## src/rtl/iigs_mem_pkg.sv

```systemverilog
// Shared types for the fast-RAM / DMA scheduler in front of the SDRAM channel.
// Holds the scheduler state encoding, requester ids and the bank prefixes
// that place CPU and DMA traffic in separate SDRAM regions.
package iigs_mem_pkg;

    typedef enum logic [2:0] {
        IDLE,
        ISSUE,
        WAIT_RISE,
        WAIT_FALL,
        DONE
    } sched_state_t;

    typedef enum logic {
        REQ_CPU = 1'b0,
        REQ_DMA = 1'b1
    } req_id_t;

    localparam logic [1:0] CPU_BANK_DEFAULT = 2'b00;
    localparam logic [1:0] DMA_BANK_DEFAULT = 2'b01;

endpackage

```

## src/rtl/fastram_sched_grant.sv

```systemverilog
// Purpose: picks which requester the scheduler serves next (FASTRAM_SCHED_RR_EN selects round-robin).
// Latency: purely combinational; the caller registers the result on grant.
// Backpressure: none here; the caller only samples the grant while idle and the channel is free.
module fastram_sched_grant
    import iigs_mem_pkg::*;
(
    input  logic    cpu_req,
    input  logic    dma_req,
    input  req_id_t last_grant,
    output logic    grant_vld,
    output req_id_t grant_id
);

`ifdef FASTRAM_SCHED_RR_EN
    // Tie goes to whoever was not served last; a lone request always wins.
    always_comb begin
        grant_vld = cpu_req | dma_req;
        grant_id  = REQ_CPU;
        if (cpu_req && dma_req) begin
            grant_id = (last_grant == REQ_CPU) ? REQ_DMA : REQ_CPU;
        end else if (dma_req) begin
            grant_id = REQ_DMA;
        end
    end
`else
    // Fixed priority: history is irrelevant, CPU wins every tie.
    logic unused_last_grant;
    assign unused_last_grant = ^last_grant;

    // CPU first, DMA only when the CPU is not asking.
    always_comb begin
        grant_vld = cpu_req | dma_req;
        grant_id  = (cpu_req) ? REQ_CPU : (dma_req ? REQ_DMA : REQ_CPU);
    end
`endif

endmodule

```

## src/rtl/fastram_sdram_sched.sv

```systemverilog
// Purpose: shares the byte-wide SDRAM channel between the CPU fast-RAM port and the DMA port (FASTRAM_SCHED_RR_EN: round-robin ties).
// Latency: grant, 1-cycle strobe, wait for busy to rise and fall (or 15-cycle rise timeout), then a 1-cycle ack.
// Backpressure: requesters hold req until ack; cpu_wait stalls the core; no grant while mem_busy is high.
module fastram_sdram_sched
    import iigs_mem_pkg::*;
#(
    parameter int         ADDR_W       = 23,
    parameter int         MEM_ADDR_W   = 25,
    parameter logic [1:0] CPU_BANK     = CPU_BANK_DEFAULT,
    parameter logic [1:0] DMA_BANK     = DMA_BANK_DEFAULT,
    parameter int         BUSY_TIMEOUT = 15
) (
    input  logic                  clk_sys,
    input  logic                  reset,
    input  logic                  cpu_req,
    input  logic                  cpu_we,
    input  logic [ADDR_W-1:0]     cpu_addr,
    input  logic [7:0]            cpu_din,
    output logic [7:0]            cpu_dout,
    output logic                  cpu_ack,
    output logic                  cpu_wait,
    input  logic                  dma_req,
    input  logic                  dma_we,
    input  logic [ADDR_W-1:0]     dma_addr,
    input  logic [7:0]            dma_din,
    output logic [7:0]            dma_dout,
    output logic                  dma_ack,
    output logic [MEM_ADDR_W-1:0] mem_addr,
    output logic                  mem_wr,
    output logic                  mem_rd,
    output logic [7:0]            mem_din,
    input  logic [7:0]            mem_dout,
    input  logic                  mem_busy
);

    // Last WAIT_RISE count before giving up on busy ever rising.
    localparam logic [3:0] TIMEOUT_LAST = 4'(BUSY_TIMEOUT - 1);

    sched_state_t state;
    req_id_t      gnt;
    req_id_t      last_grant;
    req_id_t      grant_id;
    logic         grant_vld;
    logic         acc_we;
    logic [3:0]   rise_cnt;

    fastram_sched_grant u_grant (
        .cpu_req    (cpu_req),
        .dma_req    (dma_req),
        .last_grant (last_grant),
        .grant_vld  (grant_vld),
        .grant_id   (grant_id)
    );

    // Stall the core while its request is open; drops in the ack cycle or with req.
    assign cpu_wait = cpu_req & ~((gnt == REQ_CPU) && (state == DONE));

    // Access sequencer: strobes, acks and read data are all registered here.
    always_ff @(posedge clk_sys) begin
        if (reset) begin
            state      <= IDLE;
            gnt        <= REQ_CPU;
            last_grant <= REQ_DMA;
            acc_we     <= 1'b0;
            rise_cnt   <= 4'd0;
            mem_addr   <= '0;
            mem_din    <= 8'd0;
            mem_wr     <= 1'b0;
            mem_rd     <= 1'b0;
            cpu_dout   <= 8'd0;
            dma_dout   <= 8'd0;
            cpu_ack    <= 1'b0;
            dma_ack    <= 1'b0;
        end else begin
            mem_wr  <= 1'b0;
            mem_rd  <= 1'b0;
            cpu_ack <= 1'b0;
            dma_ack <= 1'b0;
            case (state)
                IDLE: begin
                    // A channel still finishing earlier work must not see a new strobe.
                    if (grant_vld && !mem_busy) begin
                        gnt        <= grant_id;
                        last_grant <= grant_id;
                        state      <= ISSUE;
                        if (grant_id == REQ_CPU) begin
                            acc_we   <= cpu_we;
                            mem_addr <= MEM_ADDR_W'({CPU_BANK, cpu_addr});
                            mem_din  <= cpu_din;
                            mem_wr   <= cpu_we;
                            mem_rd   <= ~cpu_we;
                        end else begin
                            acc_we   <= dma_we;
                            mem_addr <= MEM_ADDR_W'({DMA_BANK, dma_addr});
                            mem_din  <= dma_din;
                            mem_wr   <= dma_we;
                            mem_rd   <= ~dma_we;
                        end
                    end
                end
                ISSUE: begin
                    rise_cnt <= 4'd0;
                    state    <= WAIT_RISE;
                end
                WAIT_RISE: begin
                    if (mem_busy) begin
                        state <= WAIT_FALL;
                    end else if (rise_cnt == TIMEOUT_LAST) begin
                        // Channel never acknowledged; complete without read data so nobody hangs.
                        state   <= DONE;
                        cpu_ack <= (gnt == REQ_CPU);
                        dma_ack <= (gnt == REQ_DMA);
                    end else begin
                        rise_cnt <= rise_cnt + 4'd1;
                    end
                end
                WAIT_FALL: begin
                    if (!mem_busy) begin
                        state   <= DONE;
                        cpu_ack <= (gnt == REQ_CPU);
                        dma_ack <= (gnt == REQ_DMA);
                        if (!acc_we) begin
                            if (gnt == REQ_CPU) begin
                                cpu_dout <= mem_dout;
                            end else begin
                                dma_dout <= mem_dout;
                            end
                        end
                    end
                end
                DONE: begin
                    state <= IDLE;
                end
                default: begin
                    state <= IDLE;
                end
            endcase
        end
    end

endmodule

```

## config.mk

```make
export PLATFORM = sky130hd
export DESIGN_NAME = fastram_sdram_sched
export DESIGN_NICKNAME = d
export VERILOG_FILES = /design/src/rtl/iigs_mem_pkg.sv /design/src/rtl/fastram_sched_grant.sv /design/src/rtl/fastram_sdram_sched.sv
export SDC_FILE = /design/constraint.sdc
export NUM_CORES = 1
export LEC_CHECK = 0
export BUFFER_PORTS_ARGS = -buffer_cell sky130_fd_sc_hd__clkbuf_2
export CORE_MARGIN = 4
export CORE_UTILIZATION = 43
export DETAILED_ROUTE_END_ITERATION = 16
export PLACE_DENSITY = 0.77
export SLEW_MARGIN = 15
export SYNTH_ARGS = -nofsm -noshare
export SYNTH_HDL_FRONTEND = slang
export SYNTH_SLANG_ARGS = --single-unit
```

## constraint.sdc

```tcl
create_clock -name clk_sys -period 1.4 [get_ports clk_sys]
set_clock_uncertainty 0.1 [all_clocks]
set_input_delay 0.28 -clock clk_sys [delete_from_list [all_inputs] [get_ports clk_sys]]
set_output_delay 0.28 -clock clk_sys [all_outputs]
set_load 0.01 [all_outputs]
```

=== Word level (Yosys, flattened, before mapping) ===
Index checks and enable logic that the tools add are counted.

* Input port bits: 77
* Output and inout bits: 54
* Register bits: 62
* Logic and storage cells: 66

* Reduce and logical (&&, ||, !) cells: 11
* Muxes and demuxes: 22
* Bitwise logic cells: 10
* Equality and inequality tests: 10
* Add/subtract/negate cells: 1

{| class="wikitable"
|+ Operator list
! operator !! count
|-
| 24-bit two-way mux || 1
|-
| 3-bit two-way mux || 4
|-
| 3-bit one-hot mux with 4 select lines || 1
|-
| 1-bit two-way mux || 10
|-
| 4-bit two-way mux || 2
|-
| 8-bit two-way mux || 1
|-
| 2-bit != test (second input constant) || 4
|-
| 1-bit NOT || 8
|-
| 4-bit one-hot mux with 2 select lines || 1
|-
| 4-bit AND reduction || 2
|-
| 3-bit by 2-bit equality test with 1-bit output (second input constant) || 2
|-
| 3-bit AND reduction || 2
|-
| 4-bit by 1-bit adder with 4-bit output (second input constant) || 1
|-
| 4-bit equality test (second input constant) || 1
|-
| 1-bit one-hot mux with 2 select lines || 2
|-
| 3-bit by 1-bit equality test with 1-bit output (second input constant) || 1
|-
| 3-bit equality test (second input constant) || 1
|-
| 3-bit zero test || 1
|-
| 3-bit != test (second input constant) || 1
|-
| 3-bit OR reduction || 1
|-
| 1-bit logical AND || 2
|-
| 2-bit AND reduction || 1
|-
| 2-bit nonzero test || 1
|-
| 1-bit bitwise AND || 1
|-
| 2 further kinds || 2
|}

=== Longest topological paths before layout ===
* Depth in word-level cells: 4
* Mapped depth: 6
* Gate-level depth less buffers: 5

=== By module ===
From an unflattened synthesis, not the netlist that was laid out.

* Cell total of the unflattened synthesis: 278
* Area, all modules: 2685.1 um^2

{| class="wikitable"
|+ Modules (own cells, without submodules)
! module !! times used !! cells each !! area each (um^2) !! seq. area each (um^2)
|-
| fastram_sdram_sched || 1 || 276 || 2672.6 || 1221.2
|-
| fastram_sched_grant || 1 || 2 || 12.5 || 0.0
|}

=== Least setup slack after synthesis ===
Ideal clock, no wire load.

* Path kind: register to register
* Start point: register state[2]
* End point: register rise_cnt[2]
* Setup slack: -0.054 ns
* Stages on the path, launching flop included: 5
* Data arrival time: 1.295 ns
* Library setup time: 0.058 ns
* Buffers on the path: 1
* Period minus slack after synthesis: 1.454 ns
* Required time: 1.242 ns
* Cells stage by stage: dfxtp_1 buf_6 or4b_4 nor4b_2 a211o_1

* Longest elaborated chain between the ends: 3
* Elaborated cells on any way between the ends: 7
* Those cells by class: eq/ne (4); mux (1); reduce/logical (2)

{| class="wikitable"
|+ RTL lines
! element !! RTL line !! RTL
|-
| from (decl) || fastram_sdram_sched.sv:39 || <nowiki>sched_state_t state;</nowiki>
|-
| from (signal assigned) || fastram_sdram_sched.sv:61 || <nowiki>state <= IDLE;</nowiki>
|-
| from (signal assigned) || fastram_sdram_sched.sv:85 || <nowiki>state <= ISSUE;</nowiki>
|-
| from (signal assigned) || fastram_sdram_sched.sv:103 || <nowiki>state <= WAIT_RISE;</nowiki>
|-
| 3-bit by 2-bit equality test with 1-bit output / 3-bit by 1-bit equality test with 1-bit output (equally long branches) || fastram_sdram_sched.sv:79 || <nowiki>case (state)</nowiki>
|-
| 2-bit != test (no source line) / 2-bit nonzero test (equally long branches) || -- ||
|-
| 3-bit AND reduction (no source line) || -- ||
|-
| to (signal assigned) || fastram_sdram_sched.sv:114 || <nowiki>rise_cnt <= rise_cnt + 4'd1;</nowiki>
|-
| to (decl) || fastram_sdram_sched.sv:45 || <nowiki>logic [3:0] rise_cnt;</nowiki>
|}

Several ways; a longest one is shown, not always the timed one.
A chain may end at the register's enable or synchronous reset.

=== Worst setup path after layout ===
* Start point: register state[2]
* End point: output port cpu_wait

* Longest elaborated chain between the ends: 4

{| class="wikitable"
|+ RTL lines
! element !! RTL line !! RTL
|-
| 3-bit equality test || fastram_sdram_sched.sv:56 || <nowiki>assign cpu_wait = cpu_req & ~((gnt == REQ_CPU) && (state == DONE));</nowiki>
|-
| 1-bit logical AND || fastram_sdram_sched.sv:56 ||
|-
| 1-bit NOT || fastram_sdram_sched.sv:56 ||
|-
| 1-bit bitwise AND || fastram_sdram_sched.sv:56 ||
|-
| to (decl) || fastram_sdram_sched.sv:21 || <nowiki>output logic cpu_wait,</nowiki>
|}

Every way passes these cells.

==> summary.md <==
| Metric | Value |
|---|---|
| Chip height | `90.38 um` |
| Largest net degree at the start of global routing | `25` |
| Cell count of the worst reg-to-reg path | `4` |
| DP HPWL | `5.688 mm` |
| Final Critical Period | `1.576 ns` |
| Worst EP arrival | `1.20 ns` |
| IO Port Bufs | `129` |
| First-pass GRT wire length | `13.39 mm` |
| CP Launch Type | `flip-flop` |
| Multi-input logic area | `0.001804 mm^2` |
| Setup ws final | `-0.1762 ns` |
| Core area | `0.006459 mm^2` |
| Total grt overflow | `0` |
| RePlAce Congestion | `0.7893` |
| Asr flop ratio synth | `0` |
| Number of global-route vias before repair | `2,802` |
| Fraction of layout cells with a size suffix above 1 | `0.6163` |
| Hold path depth | `3` |
| Via count | `2,802` |
| CTS Hold Bufs | `0` |
| Initial antenna violation count | `0` |
| Pwr Total | `0.005021 W` |
| Io pins | `131` |
| RSZ-0062 raised after global routing | `true` |
| Area growth syn-to-layout | `56.17%` |
| LEAKAGE | `1.959 nW` |
| Initial DRC Count | `51` |
| Total GRT Usage | `0.1977` |
| Seq cells post-synth | `60` |
| Run status | `complete, but fails checks` |
| CP max FO | `3` |
| Final hold violations | `0` |
| Post-synthesis sequential area ratio | `0.4117` |
| Fin nets | `517` |
| Final setup viols | `47` |
| N_diodes | `0` |
| DRC | `0` |
| Die Wd | `90.38 um` |
| Number of synthesized flops with an enable pin | `0` |
| Mapped Area | `0.002918 mm^2` |
| Die area | `0.008168 mm^2` |
| Per-cell routed wire length | `16.06 um` |
| Worst Setup End Kind | `output port` |
| CTS tree | `built` |
| # Max-Cap Violations | `0` |
| Flop2flop setup slack | `-0.15 ns` |
| Remaining antenna violation count | `0` |
| Initial core utilization | `0.4518` |
| Worst-path clk slew | `0.07 ns` |
| First-pass DRT Iterations | `4` |
| CTS H-Tree Depth | `3` |
| Max-slew violation count | `0` |
| Top_reg_cell synth | `dfxtp_1` |
| Synth unique cells | `41` |
| Rows | `29` |
| Register Area | `0.001216 mm^2` |
| Worst Path Required | `1.02 ns` |
| Failing checks | `setup timing` |
| CP Class | `flip-flop to output port` |
| Commonest non-fill, non-tap cell in the layout | `clkbuf_2` |
| Via density | `5.388` |
| Fmax | `634.4 MHz` |
| Max VDD drop | `652.9 uV` |
| TritonCTS Buffers | `9` |
| Finished Cell Area | `0.004557 mm^2` |
| Gate Count Post-Synth | `285` |
| Clk Tree Root Cell | `clkbuf_8` |
| Hold crit path type | `input port to flip-flop` |
| Placed Area | `0.003750 mm^2` |
| Commonest non-fill, non-tap cells in the layout | `128 x clkbuf_2, 56 x dfxtp_1, 40 x mux2i_1, 33 x a211oi_2, 22 x a21oi_2` |
| Clock latency on the worst-skew pair | `0.33 ns` |
| DRT Wirelength | `8.351 mm` |
| Power per standard cell area | `1102 mW/mm^2` |
| Max Buffers Root-to-Sink | `2` |
| Fillers | `486` |
| Period utilization | `1.126` |
| Syn avg cell area | `10.24 um^2` |
| Ys Warns | `0` |
| Synth Net Count | `364` |
| Clock Sink Count | `60` |
## cell families after synthesis
group / synth area share
AO/OA/AOI/OAI: 0.2453
adder cells (fa/ha/maj): 0.008575
buffers and inverters: 0.06904
flip-flops: 0.4117
multiplexers: 0.1372
other: 0.001285
AND/OR/NAND/NOR: 0.1269
## repair_timing
action / in CTS / in global routing
setup endpoints to repair: 58 / 61
gates resized for setup: 52 / 37
pin swaps: 24 / 35
setup buffers: 9 / 2
cloned: 3 / 2
## synthesized netlist by cell type, types with 2 or more instances
| master | instances | area share |
|---|---|---|
| a211o_1 | 2 | 0.0060 |
| a211oi_1 | 3 | 0.0077 |
| a211oi_2 | 30 | 0.13 |
| a21oi_1 | 41 | 0.070 |
| a22o_1 | 2 | 0.0060 |
| a31oi_1 | 2 | 0.0043 |
| and2_1 | 4 | 0.0086 |
| and3_1 | 2 | 0.0043 |
| buf_2 | 14 | 0.024 |
| buf_4 | 4 | 0.010 |
| buf_6 | 5 | 0.019 |
| clkbuf_1 | 8 | 0.010 |
| dfxtp_1 | 60 | 0.41 |
| ha_1 | 2 | 0.0086 |
| inv_1 | 3 | 0.0039 |
| mux2i_1 | 40 | 0.14 |
| nand2_1 | 16 | 0.021 |
| nand2b_1 | 2 | 0.0043 |
| nand3_1 | 3 | 0.0051 |
| nand4b_1 | 8 | 0.024 |
| nor2_1 | 4 | 0.0051 |
| nor3b_1 | 2 | 0.0051 |
| nor4_1 | 2 | 0.0043 |
| nor4b_1 | 2 | 0.0060 |
| o21ai_0 | 8 | 0.014 |
## path summary, 6_finish.rpt
kind | startpoint | to
hold reg to reg | cpu_dout[3] | cpu_dout[3]
setup / recovery | state[2] | cpu_wait
hold / removal | mem_dout[7] | cpu_dout[7]
setup reg to reg | state[2] | rise_cnt[2]
## layout make-up
cell class | instances | share of cell area
tap | 77 | 0.02114
multi-input combinational | 190 | 0.3959
sequential | 60 | 0.2669
clock inverter | 6 | 0.02444
clock buffer | 10 | 0.03020
timing repair buffer | 173 | 0.2581
inverter | 4 | 0.003295
## power breakdown
group,internal [W],total (W),switching (W)
Clock,0.00123,0.00193,0.000703
Combinational,0.000597,0.00118,0.000584
Sequential,0.00181,0.00191,0.0000930
## stage by stage
| stage | cells | hold WS, ns | worst slack [ns] | setup TNS [ns] | util |
|---|---|---|---|---|---|
| floorplan | 285 | 0.2736 | -0.05321 | -0.9134 | - |
| global placement | 489 | 0.3441 | -0.1071 | -1.543 | 0.5806 |
| detailed placement | 489 | 0.3535 | -0.1972 | -4.098 | 0.5806 |
| CTS | 517 | 0.08178 | -0.1753 | -5.153 | 0.6757 |
| global route | 520 | 0.09453 | -0.1942 | -6.498 | 0.7055 |
| finish | 520 | 0.09701 | -0.1762 | -2.978 | 0.7055 |
## critical path: stages, from the launching register on
cell     delay [ns]
dfxtp_4        0.35
buf_6          0.12
buf_6          0.11
a31oi_4        0.13
buf_2          0.15
## sequential cells by signal (all words and copies together), names as in the netlist
register	cells
cpu_ack	1
dma_dout	8
mem_addr	23
acc_we	1
mem_wr	1
mem_din	8
dma_ack	1
gnt	1
mem_rd	1
rise_cnt	4
cpu_dout	8
state	3
## metal layers
layer / vias up / GRT usage / wire length (um)
li1: 1370 / - / -
met1: 1311 / 0.2320 / 3442
met2: 100 / 0.3367 / 4148
met3: 21 / 0.06167 / 530
met4: 0 / 0.07526 / 229
met5: - / 0 / 0
Power figures use the tool's default switching activity.
